$ cat src/rtl/branch_gshare_predictor.sv
// Branch direction predictor: a flop-based table of saturating counters indexed by
// PC (bimodal) or PC XOR committed global history (gshare), with resolved/mispredict statistics.
module branch_gshare_predictor #(
    parameter int ADDR_WIDTH = 32,
    parameter int INDEX_BITS = 4,
    parameter int CTR_BITS   = 2,
    parameter int GHR_BITS   = 4,
    parameter int MODE       = 1,
    parameter int STAT_BITS  = 16
) (
    input  logic                  clk,
    input  logic                  reset,
    input  logic                  branch_decode_sig,
    input  logic [ADDR_WIDTH-1:0] pc_branch_addr,
    input  logic [ADDR_WIDTH-1:0] offset,
    input  logic                  branch_mem_sig,
    input  logic                  actual_branch_decision,
    input  logic [ADDR_WIDTH-1:0] update_branch_addr,
    output logic                  prediction,
    output logic [ADDR_WIDTH-1:0] out_branch_addr,
    output logic [GHR_BITS-1:0]   ghr,
    output logic [STAT_BITS-1:0]  stat_branches,
    output logic [STAT_BITS-1:0]  stat_mispredicts
);

    localparam int DEPTH = 1 << INDEX_BITS;
    localparam logic [CTR_BITS-1:0] CTR_WEAK = CTR_BITS'(1 << (CTR_BITS - 1));

    logic [CTR_BITS-1:0]   ctr_tbl [DEPTH];
    logic [GHR_BITS-1:0]   ghr_q;
    logic                  mem_q;
    logic [STAT_BITS-1:0]  stat_br_q;
    logic [STAT_BITS-1:0]  stat_mp_q;

    logic                  upd;
    logic [INDEX_BITS-1:0] hist;
    logic [INDEX_BITS-1:0] lookup_idx;
    logic [INDEX_BITS-1:0] upd_idx;
    logic [CTR_BITS-1:0]   upd_ctr;
    logic [CTR_BITS-1:0]   ctr_next;
    logic                  mispredict;
    logic [GHR_BITS-1:0]   ghr_next;
    logic                  unused_addr_bits;

    assign upd = branch_mem_sig & ~mem_q;

    always_comb begin
        hist       = (MODE != 0) ? INDEX_BITS'(ghr_q) : '0;
        lookup_idx = pc_branch_addr[INDEX_BITS+1:2] ^ hist;
        upd_idx    = update_branch_addr[INDEX_BITS+1:2] ^ hist;
        upd_ctr    = ctr_tbl[upd_idx];
        ctr_next   = upd_ctr;
        if (actual_branch_decision) begin
            if (upd_ctr != '1) ctr_next = upd_ctr + CTR_BITS'(1);
        end else begin
            if (upd_ctr != '0) ctr_next = upd_ctr - CTR_BITS'(1);
        end
        mispredict = upd_ctr[CTR_BITS-1] != actual_branch_decision;
        // Truncating the concatenation drops the oldest bit; also covers GHR_BITS == 1.
        ghr_next   = GHR_BITS'({ghr_q, actual_branch_decision});
    end

    always_ff @(posedge clk or posedge reset) begin
        if (reset) begin
            for (int i = 0; i < DEPTH; i++) ctr_tbl[i] <= CTR_WEAK;
            ghr_q     <= '0;
            mem_q     <= 1'b0;
            stat_br_q <= '0;
            stat_mp_q <= '0;
        end else begin
            mem_q <= branch_mem_sig;
            if (upd) begin
                ctr_tbl[upd_idx] <= ctr_next;
                ghr_q            <= ghr_next;
                if (stat_br_q != '1) stat_br_q <= stat_br_q + STAT_BITS'(1);
                if (mispredict && (stat_mp_q != '1)) stat_mp_q <= stat_mp_q + STAT_BITS'(1);
            end
        end
    end

    assign prediction       = ctr_tbl[lookup_idx][CTR_BITS-1] & branch_decode_sig;
    assign out_branch_addr  = pc_branch_addr + offset;
    assign ghr              = ghr_q;
    assign stat_branches    = stat_br_q;
    assign stat_mispredicts = stat_mp_q;

    // Only the index field of each address feeds the table.
    assign unused_addr_bits = ^{pc_branch_addr, update_branch_addr};

endmodule

$ cat config.mk
export PLATFORM = sky130hd
export DESIGN_NAME = branch_gshare_predictor
export DESIGN_NICKNAME = d
export VERILOG_FILES = /design/src/rtl/branch_gshare_predictor.sv
export SDC_FILE = /design/constraint.sdc
export NUM_CORES = 1
export LEC_CHECK = 0
export BUFFER_PORTS_ARGS = -buffer_cell sky130_fd_sc_hd__clkbuf_2
export CORE_MARGIN = 2
export CORE_UTILIZATION = 45
export DETAILED_ROUTE_END_ITERATION = 16
export HOLD_SLACK_MARGIN = 0.02
export PLACE_DENSITY = 0.76
export SLEW_MARGIN = 0
export SYNTH_ARGS = -nofsm -noshare
export SYNTH_HDL_FRONTEND = slang
export SYNTH_SLANG_ARGS = --single-unit
$ cat constraint.sdc
create_clock -name clk -period 3.6 [get_ports clk]
set_input_delay 0.18 -clock clk [delete_from_list [all_inputs] [get_ports clk]]
set_output_delay 0.18 -clock clk [all_outputs]
set_load 0.005 [all_outputs]
==> flow_summary.json <==
{
  "period_share": 0.893,
  "rsz0062_at_grt": "false",
  "dp_hpwl_mm": 10.1,
  "drive_above_1_share": 0.345,
  "final_common_cell": "clkbuf_2",
  "syn_area_um2": 5110,
  "post_cts_buffers": 0,
  "power_mw": 3.31,
  "power_density_nw_per_um2": 524,
  "numCtsBuffers": 9,
  "r2r_start": "ghr[1]$_DFFE_PP0P_",
  "gr-total-overflow": 0,
  "finClkSkew_ps": 7.33,
  "worstPathArrival_ps": 3420,
  "grt_use_total": 0.209,
  "grt_pass1_wl_mm": 21.6,
  "seq_area_um2": 1750,
  "status": "finished clean",
  "route.detailed.drc": 0,
  "path_cells": "xor2_2, mux4_1, mux2i_1, mux2i_4, maj3_1, mux2_2",
  "crit_slowest_cell": "xor2_2",
  "cts.sinks": 69,
  "fillers": 934,
  "synth_edf_count": 0,
  "nNetsFinal": 800,
  "min_path_type": "in -> reg",
  "synth.avg_cell_area_um2": 9.87,
  "coreArea_um2": 11000,
  "yosysSeqAreaShare": 0.341,
  "ys_ff_latch": 69,
  "clock_path_buffers": 2,
  "fmax_ghz": 0.311,
  "ff2ff_path_depth": 6,
  "place_congestion": 0.917,
  "reg2reg_slack_ps": 380,
  "cts_tree": "done",
  "ys_warn_count": 0,
  "clkLatencyLatePin_ps": 330,
  "pin_count": 170,
  "tns_ps": 0,
  "die-width_um": 111,
  "crit_end": "ctr_tbl[22]$_DFFE_PP0P_",
  "route.antenna.remaining_nets": 0,
  "rows": 38,
  "finalMaxSlewViolations": 0,
  "yosysUniqueCellTypes": 57,
  "drt_wl_total_mm": 13.0,
  "maxSlewHeadroom": 0.497,
  "async_flop_share": 1.00,
  "r2r_end": "ctr_tbl[22]$_DFFE_PP0P_",
  "hold_violations": 0,
  "cts.clk_slew.worst_paths_ps": 60,
  "vias_per_cell": 5.62,
  "grt_max_degree": 37,
  "cpPeakStageDelay_ps": 650,
  "min_from": "actual_branch_decision",
  "cap_violations": 0,
  "cp-startpoint": "ghr[1]$_DFFE_PP0P_",
  "worst_ir_drop_vdd_v": 0.000295,
  "synth_ff_type": "dfrtp_1",
  "htreeDepth": 3,
  "die_h_um": 111,
  "critical_path_class": "reg -> reg",
  "start_kind": "flip-flop",
  "start_util": 0.466,
  "dr.pass1.iters": 5,
  "port_buffers": 141,
  "die_area_um2": 12200,
  "crit_required_ps": 3810,
  "cp_max_fo": 16,
  "cp-end-kind": "flip-flop",
  "syn_nets": 653,
  "layout_common_cells": "141 x clkbuf_2, 53 x nor2_1, 53 x dfrtp_1",
  "multi_input_area_um2": 3280,
  "wire_per_inst_um": 16.1,
  "antenna_found_initial": 0,
  "tightest_slew_ps": 747,
  "via_count": 4545,
  "antenna_cells": 0,
  "p_leak_nw": 3.08,
  "synthToLayoutAreaGrowth_pct": 23.4,
  "setup_viol": 0,
  "cts_root_buf": "clkbuf_16",
  "grt_pass1_vias": 4547,
  "first_iter_violations": 330,
  "min_period_ps": 3220,
  "postSynthCellCount": 518
}
==> cells by family after synthesis <==
| logic type | share of synthesized area |
|---|---|
| AND/OR/NAND/NOR | 0.167 |
| AO/OA/AOI/OAI | 0.119 |
| XOR/XNOR | 0.126 |
| flip-flops | 0.341 |
| multiplexers | 0.142 |
| adder cells (fa/ha/maj) | 0.0888 |
| buffers and inverters | 0.0164 |
==> timing repair <==
item | in CTS | in global routing
setup endpoints to repair | 0 | 0
gates resized for setup | 0 | 0
hold endpoints to repair | 34 | 0
hold buffers | 2 | 0
==> stage by stage <==
| stage | std cells | worst slack (ps) | utilization | area [um^2] | hold slack (ps) |
|---|---|---|---|---|---|
| after CTS | 809 | 337 | 0.575 | 6310 | 163 |
| final | 809 | 384 | 0.575 | 6310 | 171 |
| after global placement | 792 | 472 | 0.544 | 5970 | 302 |
| after floorplan | 518 | 954 | - | 5110 | 211 |
| after detailed placement | 792 | 357 | 0.544 | 5970 | 313 |
| after global routing | 809 | 174 | 0.575 | 6310 | 184 |
==> cell usage after synthesis, types with 2 or more instances <==
| cell | count | area (um^2) |
|---|---|---|
| a2111oi_0 | 2 | 17.5 |
| o21bai_1 | 3 | 22.5 |
| a21o_1 | 9 | 67.6 |
| nand2_1 | 52 | 195 |
| a211oi_1 | 4 | 30.0 |
| inv_1 | 10 | 37.5 |
| dfrtp_1 | 53 | 1330 |
| o211ai_1 | 3 | 22.5 |
| dfstp_2 | 16 | 420 |
| and3_1 | 12 | 75.1 |
| nand3b_1 | 3 | 22.5 |
| xnor2_1 | 36 | 315 |
| nand3_1 | 15 | 75.1 |
| and4_1 | 3 | 26.3 |
| nor2_1 | 53 | 199 |
| nand4_1 | 9 | 56.3 |
| xor2_1 | 29 | 254 |
| nor3_1 | 5 | 25.0 |
| clkbuf_1 | 8 | 30.0 |
| nor2b_1 | 5 | 31.3 |
| or3_1 | 4 | 25.0 |
| mux2_2 | 34 | 383 |
| a21oi_1 | 33 | 165 |
| o21a_1 | 6 | 45.0 |
| a31oi_1 | 2 | 12.5 |
| mux2i_1 | 2 | 20.0 |
| o21ai_0 | 27 | 135 |
| and2_1 | 5 | 31.3 |
| xor2_2 | 2 | 32.5 |
| mux4_2 | 11 | 248 |
| ha_1 | 33 | 413 |
| nand2b_1 | 3 | 18.8 |
| mux4_1 | 2 | 52.6 |
==> routing by layer <==
layer  track usage  share of wire  vias up  routed length (um)
met5             0              0        -                   0
met4        0.0408         0.0092        0                 119
met3        0.0510          0.063       22                 817
met2         0.349           0.48      181                6210
met1         0.279           0.45     2180                5850
li1              -              -     2162                   -
==> registers in the layout, summed over array words and instances (netlist names) <==
register,cells
ghr,4
stat_mispredicts,16
mem_q,1
stat_branches,16
ctr_tbl,32
==> where the power goes <==
group | internal, mW | switching (mW)
sequential | 1.01 | 0.189
clock | 0.624 | 0.335
combinational | 0.575 | 0.574
total | 2.21 | 1.10
==> worst min-delay path by stage <==
stage | end | slack [ps] | cells after the start
after floorplan | mem_q$_DFF_PP0_ | 210 | 0
after global placement | stat_branches[6]$_DFFE_PP0P_ | 300 | 2
after detailed placement | stat_mispredicts[10]$_DFFE_PP0P_ | 310 | 2
after CTS | ghr[0]$_DFFE_PP0P_ | 160 | 3
after global routing | ghr[0]$_DFFE_PP0P_ | 180 | 3
final | ghr[0]$_DFFE_PP0P_ | 170 | 3
==> area by class of cell <==
| class | count | area share |
|---|---|---|
| multi-input combinational | 429 | 0.520 |
| sequential | 69 | 0.277 |
| timing repair buffer | 146 | 0.119 |
| clock buffer | 10 | 0.0379 |
| tap | 140 | 0.0277 |
| clock inverter | 5 | 0.0131 |
| inverter | 10 | 0.00595 |
==> worst max-delay path, delay by kind of cell, from the launching register on <==
family	cells	cell delay, ps
XOR/XNOR	1	650
adder cells (fa/ha/maj)	1	590
flip-flops	1	460
multiplexers	4	1400
(Power assumes the default switching activity.)
